### config.mk
export PLATFORM = sky130hd
export DESIGN_NAME = count_event_fifo
export DESIGN_NICKNAME = d
export VERILOG_FILES = /design/src/rtl/count_event_fifo_pkg.sv /design/src/rtl/count_change_det.sv /design/src/rtl/count_event_fifo.sv
export SDC_FILE = /design/constraint.sdc
export NUM_CORES = 1
export LEC_CHECK = 0
export CAP_MARGIN = 20
export CORE_ASPECT_RATIO = 1.4
export CORE_MARGIN = 4
export CORE_UTILIZATION = 55
export CTS_BUF_LIST = sky130_fd_sc_hd__clkbuf_8
export DETAILED_ROUTE_END_ITERATION = 8
export PLACE_DENSITY = 0.81
export REMOVE_ABC_BUFFERS = 1
export SLEW_MARGIN = 15
export SYNTH_ARGS = -nofsm -noshare
export SYNTH_HDL_FRONTEND = slang
export SYNTH_SLANG_ARGS = --single-unit
### constraint.sdc
create_clock -name clk -period 2.9 [get_ports clk]
set_input_delay 0.87 -clock clk [delete_from_list [all_inputs] [get_ports clk]]
set_output_delay 0.87 -clock clk [all_outputs]
set_load 0.005 [all_outputs]
### src/rtl/count_event_fifo_pkg.sv
// Shared constants for the count-event FIFO slice.
//   COUNT_W        : width of the registered counter value seen downstream
//   EVT_FIFO_DEPTH : default number of buffered change events
//   level_w()      : width needed to hold an occupancy of 0..depth
package count_event_fifo_pkg;

  localparam int COUNT_W        = 5;
  localparam int EVT_FIFO_DEPTH = 4;

  function automatic int level_w(input int depth);
    return $clog2(depth) + 1;
  endfunction

  localparam int EVT_LEVEL_W = level_w(EVT_FIFO_DEPTH);

endpackage

### src/rtl/count_change_det.sv
// Change detector for the registered counter value.
//   clk, rst   : clock and asynchronous active-low reset
//   capture_en : when high, track data_in and flag any difference
//   data_in    : registered counter value
//   change     : combinational; high when capture_en and data_in differs
//                from the last captured value
module count_change_det
  import count_event_fifo_pkg::*;
#(
  parameter int WIDTH = COUNT_W
) (
  input  logic             clk,
  input  logic             rst,
  input  logic             capture_en,
  input  logic [WIDTH-1:0] data_in,
  output logic             change
);

  logic [WIDTH-1:0] last_data;

  // last_data keeps tracking even when the push is rejected, so a dropped
  // value is not re-reported on the following cycle.
  always_ff @(posedge clk or negedge rst) begin
    if (!rst) begin
      last_data <= '0;
    end else if (capture_en) begin
      last_data <= data_in;
    end
  end

  assign change = capture_en && (data_in != last_data);

endmodule

### src/rtl/count_event_fifo.sv
// Buffers every change of the registered counter value in a small FIFO and
// drains it with a valid/ready handshake.
//   clk, rst   : clock and asynchronous active-low reset
//   data_in    : registered counter value
//   capture_en : enables change detection and push
//   clr_ovf    : synchronous clear of the sticky overflow flag
//   out_ready  : downstream accepts the head entry
//   out_valid  : head entry present (== !empty)
//   out_data   : head entry
//   full/empty : occupancy decodes
//   level      : occupancy 0..DEPTH
//   overflow   : sticky; a detected change was dropped while full
// DEPTH must be a power of two and at least 2 so pointers wrap naturally.
module count_event_fifo
  import count_event_fifo_pkg::*;
#(
  parameter int WIDTH = COUNT_W,
  parameter int DEPTH = EVT_FIFO_DEPTH
) (
  input  logic                 clk,
  input  logic                 rst,
  input  logic [WIDTH-1:0]     data_in,
  input  logic                 capture_en,
  input  logic                 clr_ovf,
  input  logic                 out_ready,
  output logic                 out_valid,
  output logic [WIDTH-1:0]     out_data,
  output logic                 full,
  output logic                 empty,
  output logic [$clog2(DEPTH):0] level,
  output logic                 overflow
);

  localparam int PTR_W = $clog2(DEPTH);
  localparam int LVL_W = level_w(DEPTH);

  logic [WIDTH-1:0] mem [DEPTH];
  logic [PTR_W-1:0] wr_ptr;
  logic [PTR_W-1:0] rd_ptr;
  logic [LVL_W-1:0] level_reg;
  logic             overflow_reg;

  logic change;
  logic pop;
  logic push;
  logic reject;

  count_change_det #(
    .WIDTH(WIDTH)
  ) u_det (
    .clk       (clk),
    .rst       (rst),
    .capture_en(capture_en),
    .data_in   (data_in),
    .change    (change)
  );

  assign empty = (level_reg == '0);
  assign full  = (level_reg == LVL_W'(DEPTH));

  assign pop    = !empty && out_ready;
  // When full, a same-cycle pop frees the slot being written.
  assign push   = change && (!full || pop);
  assign reject = change && full && !pop;

  always_ff @(posedge clk or negedge rst) begin
    if (!rst) begin
      wr_ptr       <= '0;
      rd_ptr       <= '0;
      level_reg    <= '0;
      overflow_reg <= 1'b0;
    end else begin
      if (push) begin
        wr_ptr <= wr_ptr + 1'b1;
      end
      if (pop) begin
        rd_ptr <= rd_ptr + 1'b1;
      end
      case ({push, pop})
        2'b10:   level_reg <= level_reg + 1'b1;
        2'b01:   level_reg <= level_reg - 1'b1;
        default: level_reg <= level_reg;
      endcase
      // A drop in the same cycle as a clear must remain visible.
      if (reject) begin
        overflow_reg <= 1'b1;
      end else if (clr_ovf) begin
        overflow_reg <= 1'b0;
      end
    end
  end

  // Storage is not reset; only the pointers define which entries are live.
  always_ff @(posedge clk) begin
    if (push) begin
      mem[wr_ptr] <= data_in;
    end
  end

  assign out_valid = !empty;
  assign out_data  = mem[rd_ptr];
  assign level     = level_reg;
  assign overflow  = overflow_reg;

endmodule

==> reports/metrics.yaml <==
pin_count: 22
clkTransAtPathRegs_ns: 0.06
critPathLaunchType: "flop"
p_leak_nw: 0.720
grt_pass1_vias: 895
wl_um: 2540
power_density_nw_per_um2: 877
start_util_pct: 57.2
finalCritPeriodShare_pct: 96.5
cp.arrival_ns: 1.93
via_count: 791
worstSkewPairLatency_ns: 0.29
drtAntennaViolNets: 0
path_buf_inv: 1
maxCapViolCount: 0
synthTopCellsByArea: "edfxtp_1 40%, dfrtp_1 22%, mux4_2 7.5%"
coreArea_um2: 2620
grt_start_max_net_pins: 14
period_minus_slack_ns: 2.80
async_flop_share_pct: 39.4
yosys.area.top_type: "edfxtp_1"
ctsLongestPathBuffers: 2
whs_path_depth: 1
drive_above_1_share_pct: 26.4
die_w_um: 52.1
overflow: 0
fmax_ghz: 0.357
root_buffer: "clkbuf_8"
synth_edf_count: 20
port_buffers: 21
diodes: 0
die-area_um2: 3630
yosysTopAreaCellShare_pct: 40.2
finClkSkew_ns: 0.00744
syn_area_per_cell_um2: 16.8
htree_num_levels: 2
synth_cell_types: 32
syn_area_um2: 1500
multi_input_area_um2: 520
path_delay_family: "flip-flops"
dpl-instance-area_um2: 1770
route.detailed.drc: 0
power_w: 0.00163
vias_per_cell: 5.04
nets: 135
fillers: 169
grt_use_total_pct: 17.3
regArea_um2: 926
ys_ff_latch: 33
yosys_warnings: 0
outcome: "finished, final reports clean"
r2r_cells: 8
dp_cells: 149
mostFrequentLayoutCell: "edfxtp_1"
cts_tree: "yes"
drt_iter0_drc: 10
hold_violations: 0
grt_pass1_wl_um: 4350
drt_first_pass_iters: 4
wl_per_cell_um: 16.2
die_y_um: 69.7
synth_ff_type: "edfxtp_1"
grt_setup_unrepaired: "false"
vdd_drop_max_mv: 0.532
utilization_pct: 71.1
slew-limit-headroom_pct: 61.0
required_ns: 2.03
worstSetupEndpointType: "primary output"
slew_viol_final: 0
stdcell_count: 157
clkSinkCount: 33
worstPathCellList: "mux4_2 > clkdlybuf4s50_1"
cts_buffers: 5
critical_path_class: "flop to primary output"
area_delta_synth_final_pct: 24.4
seq_area_frac_synth_pct: 61.9
setup_viol: 0
hp-class: "flop to flop"
slowest_stage: "dfrtp_1"
cp_max_fo: 7
netlist_instances: 89
antenna_found_initial: 0
worstMarginPinSlew_ns: 0.583
core.rowCount: 22
place_congestion: 0.807
cp_slowest_stage_delay_ns: 0.59
hold_buffers: 0
largest_reg_flops: 20
cts_setup_buffers: 0
final_cell_mix: "20 x edfxtp_1, 18 x clkdlybuf4s50_1, 13 x dfrtp_1"
final_area_um2: 1860
path_depth: 2
dp.final_hpwl_um: 1910
[layer usage]
layer  global-route usage [%]  part of all wire, %  vias to the layer above
li1                         -                    -                      386
met1                     20.4                   39                      377
met2                     27.1                   53                       22
met3                     6.67                  5.8                        6
met4                     7.87                  2.0                        0
met5                        0                    0                        -
[power by group]
group	switching [W]	internal, W	total [W]
clock	0.000158	0.000162	0.000320
combinational	0.000217	0.000365	0.000582
sequential	0.000107	0.000621	0.000728
total	0.000481	0.00115	0.00163
[cells in the mapped netlist (2+ instances only)]
cell type / number
edfxtp_1: 20
dfrtp_1: 13
xnor2_1: 10
mux2_2: 5
mux4_2: 5
and2_1: 4
ha_1: 4
inv_1: 3
clkbuf_1: 2
[per-stage QoR]
stage          setup slack (ns)  TNS [ns]  hold WS (ns)
6_report                  0.102         0         0.513
4_1_cts                  0.0111         0         0.516
3_3_place_gp             -0.208    -0.208         0.508
2_1_floorplan             0.326         0         0.494
5_1_grt                  0.0107         0         0.530
3_5_place_dp             -0.300    -0.313         0.502
[logic make-up (layout without fill, tap and decap cells)]
kind of cell	after synthesis	in the layout	share of synthesized area [%]
xor gates and xnor gates	10	10	5.86
adders and majority gates	5	5	4.69
muxes	12	12	13.8
AOI/OAI and AO/OA	6	6	3.43
DFF	33	33	61.9
buffers and inverters	8	40	3.26
and+or+nand+nor	15	15	7.03
[path summary, 6_finish.rpt]
| path | endpoint | from | slack [ns] |
|---|---|---|---|
| min in group asynchronous | u_det.last_data[2] | rst | 0.95 |
| hold / removal | level[2] | level[2] | 0.51 |
| setup / recovery | out_data[3] | rd_ptr[0] | 0.10 |
| hold reg to reg | level[2] | level[2] | 0.51 |
| setup reg to reg | level[2] | level[1] | 0.41 |
| max in group asynchronous | u_det.last_data[1] | rst | 1.56 |
[layout make-up]
type / count / share of cell area (%)
inverters: 4 / 0.808
clock buffers: 5 / 3.70
well taps: 36 / 2.42
multi-input cells: 48 / 28.0
clock inverters: 3 / 0.740
repair buffers: 28 / 14.5
flip-flops and latches: 33 / 49.8
[what timing repair did]
item,in CTS,in global routing
hold endpoints to repair,0,0
resized for setup,0,3
endpoints found under the setup margin,0,1
Note: power is estimated with default switching activity, not from simulation.
==> RTL edit (same settings) <==
Make the reset (`rst`) synchronous in 2 clocked blocks. Comments in the files are not updated.
--- a/src/rtl/count_change_det.sv
+++ b/src/rtl/count_change_det.sv
@@ -20,7 +20,7 @@
 
   // last_data keeps tracking even when the push is rejected, so a dropped
   // value is not re-reported on the following cycle.
-  always_ff @(posedge clk or negedge rst) begin
+  always_ff @(posedge clk) begin
     if (!rst) begin
       last_data <= '0;
     end else if (capture_en) begin
--- a/src/rtl/count_event_fifo.sv
+++ b/src/rtl/count_event_fifo.sv
@@ -63,7 +63,7 @@
   assign push   = change && (!full || pop);
   assign reject = change && full && !pop;
 
-  always_ff @(posedge clk or negedge rst) begin
+  always_ff @(posedge clk) begin
     if (!rst) begin
       wr_ptr       <= '0;
       rd_ptr       <= '0;
Check against the original RTL: differs if rst is asserted again (counterexample within 4 cycles, from zero or initial values and one cycle with rst low); with rst held inactive, the same outputs for 10 cycles.
==> RTL edit against the unedited design <==
Sequential cell count rose by 2. Synthesized area grew 4.9%. Clock skew down 4.4 ps. Worst setup slack improved by 110 ps. Maximum frequency rose by 4.3%. Combinational power fell by 10%. First-iteration DRC count increased by 10%. Critical path depth unchanged. Clock power is 3% lower. Largest cell class unchanged. Via count is 14% higher. Largest power group unchanged. Final area grew 4.0%. Wire length fell by 0.31%. Power down 7.6%.
==> RTL edit: results (changes against the unedited design) <==
INFO  metric groute.layer.met1.usage = 0.1983 (was 0.2041)
INFO  metric layout-area-overhead-vs-synth = 23.21% (was 24.35%)
INFO  metric synth.lib_cells_used.distinct = 28 (was 32)
INFO  metric worstSkewPairLatency = 280 ps
INFO  metric synth_seq_area_share = 0.5742 (was 0.6192)
INFO  metric status = finished, final reports clean (unchanged)
INFO  metric via_count = 905 (was 791)
INFO  metric global_route_wire_length_before_repair = 4.512 mm (was 4.353 mm)
INFO  metric place.detailed.hpwl = 1.982 mm (was 1.911 mm)
INFO  metric top_cells_by_instance_count_after_synthesis = edfxtp_1 (20), dfxtp_1 (15), mux2i_1 (10), nand2_1 (10), and2_1 (8) (was edfxtp_1 (20), dfrtp_1 (13), xnor2_1 (10))
INFO  metric routed_via_count_divided_by_cell_count = 5.028 (was 5.038)
INFO  metric post_cts.resized_instances = 0 (unchanged)
INFO  metric power.static_leakage = 0.7250 nW (was 0.7198 nW)
INFO  metric cts_htree_levels = 2 (unchanged)
INFO  metric finClkSkew = 3.037 ps (was 7.444 ps)
INFO  metric first_global_vias = 948 (was 895)
INFO  metric gpl.final_weighted_congestion = 0.7053 (was 0.8071)
INFO  metric grt_util_met2 = 0.2762 (was 0.2713)
INFO  metric drt_pass1_iterations = 3 (was 4)
INFO  metric post_placement_cell_count = 172 (was 149)
INFO  metric number_of_enable_flip_flop_cells_after_synthesis = 20 (unchanged)
INFO  metric use_met3 = 0.04632 (was 0.06667)
INFO  metric fill_cell_count = 194 (was 169)
INFO  metric proportion_of_register_bits_with_asynchronous_set_or_reset_after_synthesis = 0 (was 0.3939)
INFO  metric grt_max_degree = 20 (was 14)
INFO  metric nNetsFinal = 158 (was 135)
INFO  metric grt_usage = 0.1662 (was 0.1726)
INFO  metric 1st_iter_drt_viols = 11 (was 10)
INFO  metric timing.critical_path.arrival = 1810 ps (was 1930 ps)
INFO  metric ir_drop = 614.8 uV (was 532.2 uV)
INFO  metric max_slew.worst_pin.slew = 551.8 ps (was 583.5 ps)
INFO  metric netlist_instances = 111 (was 89)
INFO  metric yosys-top-cells-area = edfxtp_1 (38%), dfxtp_1 (19%), mux4_2 (7.2%), mux2i_1 (6.4%), xnor2_1 (3.9%) (was edfxtp_1 (40%), dfrtp_1 (22%), mux4_2 (7.5%), xnor2_1 (5.9%), mux2_2 (3.8%))
INFO  metric final_layout_size_suffix_gt1_frac = 0.1944 (was 0.2645)
INFO  metric post_drt_wl_per_cell = 14.08 um (was 16.19 um)
INFO  metric placement.io_buffers = 21 (unchanged)
INFO  metric crit_fanout = 5 (was 7)
INFO  metric largest_register_ffs = 20 (unchanged)
-- RTL edit: cell types whose count changed in the layout (fill, tap and decap cells not counted), sizes merged, moves of 2 or more --
cell           before  now
and2                4    9
nand2b              1    3
xnor2              10    7
dfxtp               0   15
dlymetal6s2s        3    0
nor2b               1    6
mux2i               1   10
mux2                6    0
dfrtp              13    0
nand2               3   11
inv                 5    7
clkdlybuf4s50      18   21
-- RTL edit: critical path: stages, from the launching register on --
cell and delay, ps:
dfxtp_1 520, mux4_2 550, clkdlybuf4s50_1 460
-- RTL edit: logic make-up (layout without fill, tap and decap cells) --
family          count (synthesis)  count (layout)  synth area share
fa+ha+maj                       5               5           0.04466
mux                            15              15            0.1356
xor+xnor                        7               7           0.03908
buf+inv                         9              42           0.03270
flops                          35              35            0.5742
simple gates                   35              35            0.1372
compound gates                  5               5           0.03669
-- RTL edit: final timing paths --
| check | from | end | slack [ps] | cells past startpoint |
|---|---|---|---|---|
| worst max-delay path | flop | out_data[1] | 220 | 2 |
| worst min register to register | wr_ptr[0] | wr_ptr[0] | 500 | 2 |
| worst min-delay path | wr_ptr[0] | wr_ptr[0] | 500 | 2 |
| worst max register to register | level[1] | level[2] | 910 | 7 |
-- RTL edit: layer usage --
layer  routed length [um]  vias up
li1                     -      450
met1                 1031      431
met2                 1366       20
met3                   97        4
met4                   38        0
met5                    0        -
-- RTL edit: where the power goes --
group | switching [mW] | total (mW) | leakage [nW] | internal, mW
Clock | 0.150 | 0.311 | 0.0505 | 0.161
Combinational | 0.188 | 0.522 | 0.368 | 0.335
Sequential | 0.0756 | 0.672 | 0.307 | 0.597
-- RTL edit: area by class of cell --
type | instances | share of cell area
Clock inverter | 3 | 0.006473
Tap cell | 36 | 0.02330
Timing Repair Buffer | 29 | 0.1398
Sequential cell | 35 | 0.4660
Multi-Input combinational cell | 67 | 0.3191
Inverter | 5 | 0.009709
Clock buffer | 5 | 0.03560
-- RTL edit: metrics by stage --
stage	hold slack (ps)	worst slack (ps)
after floorplan	467.7	608.0
after global placement	477.2	45.52
after detailed placement	495.0	-27.65
after CTS	503.6	169.7
after global routing	551.4	116.3
final	503.7	216.5
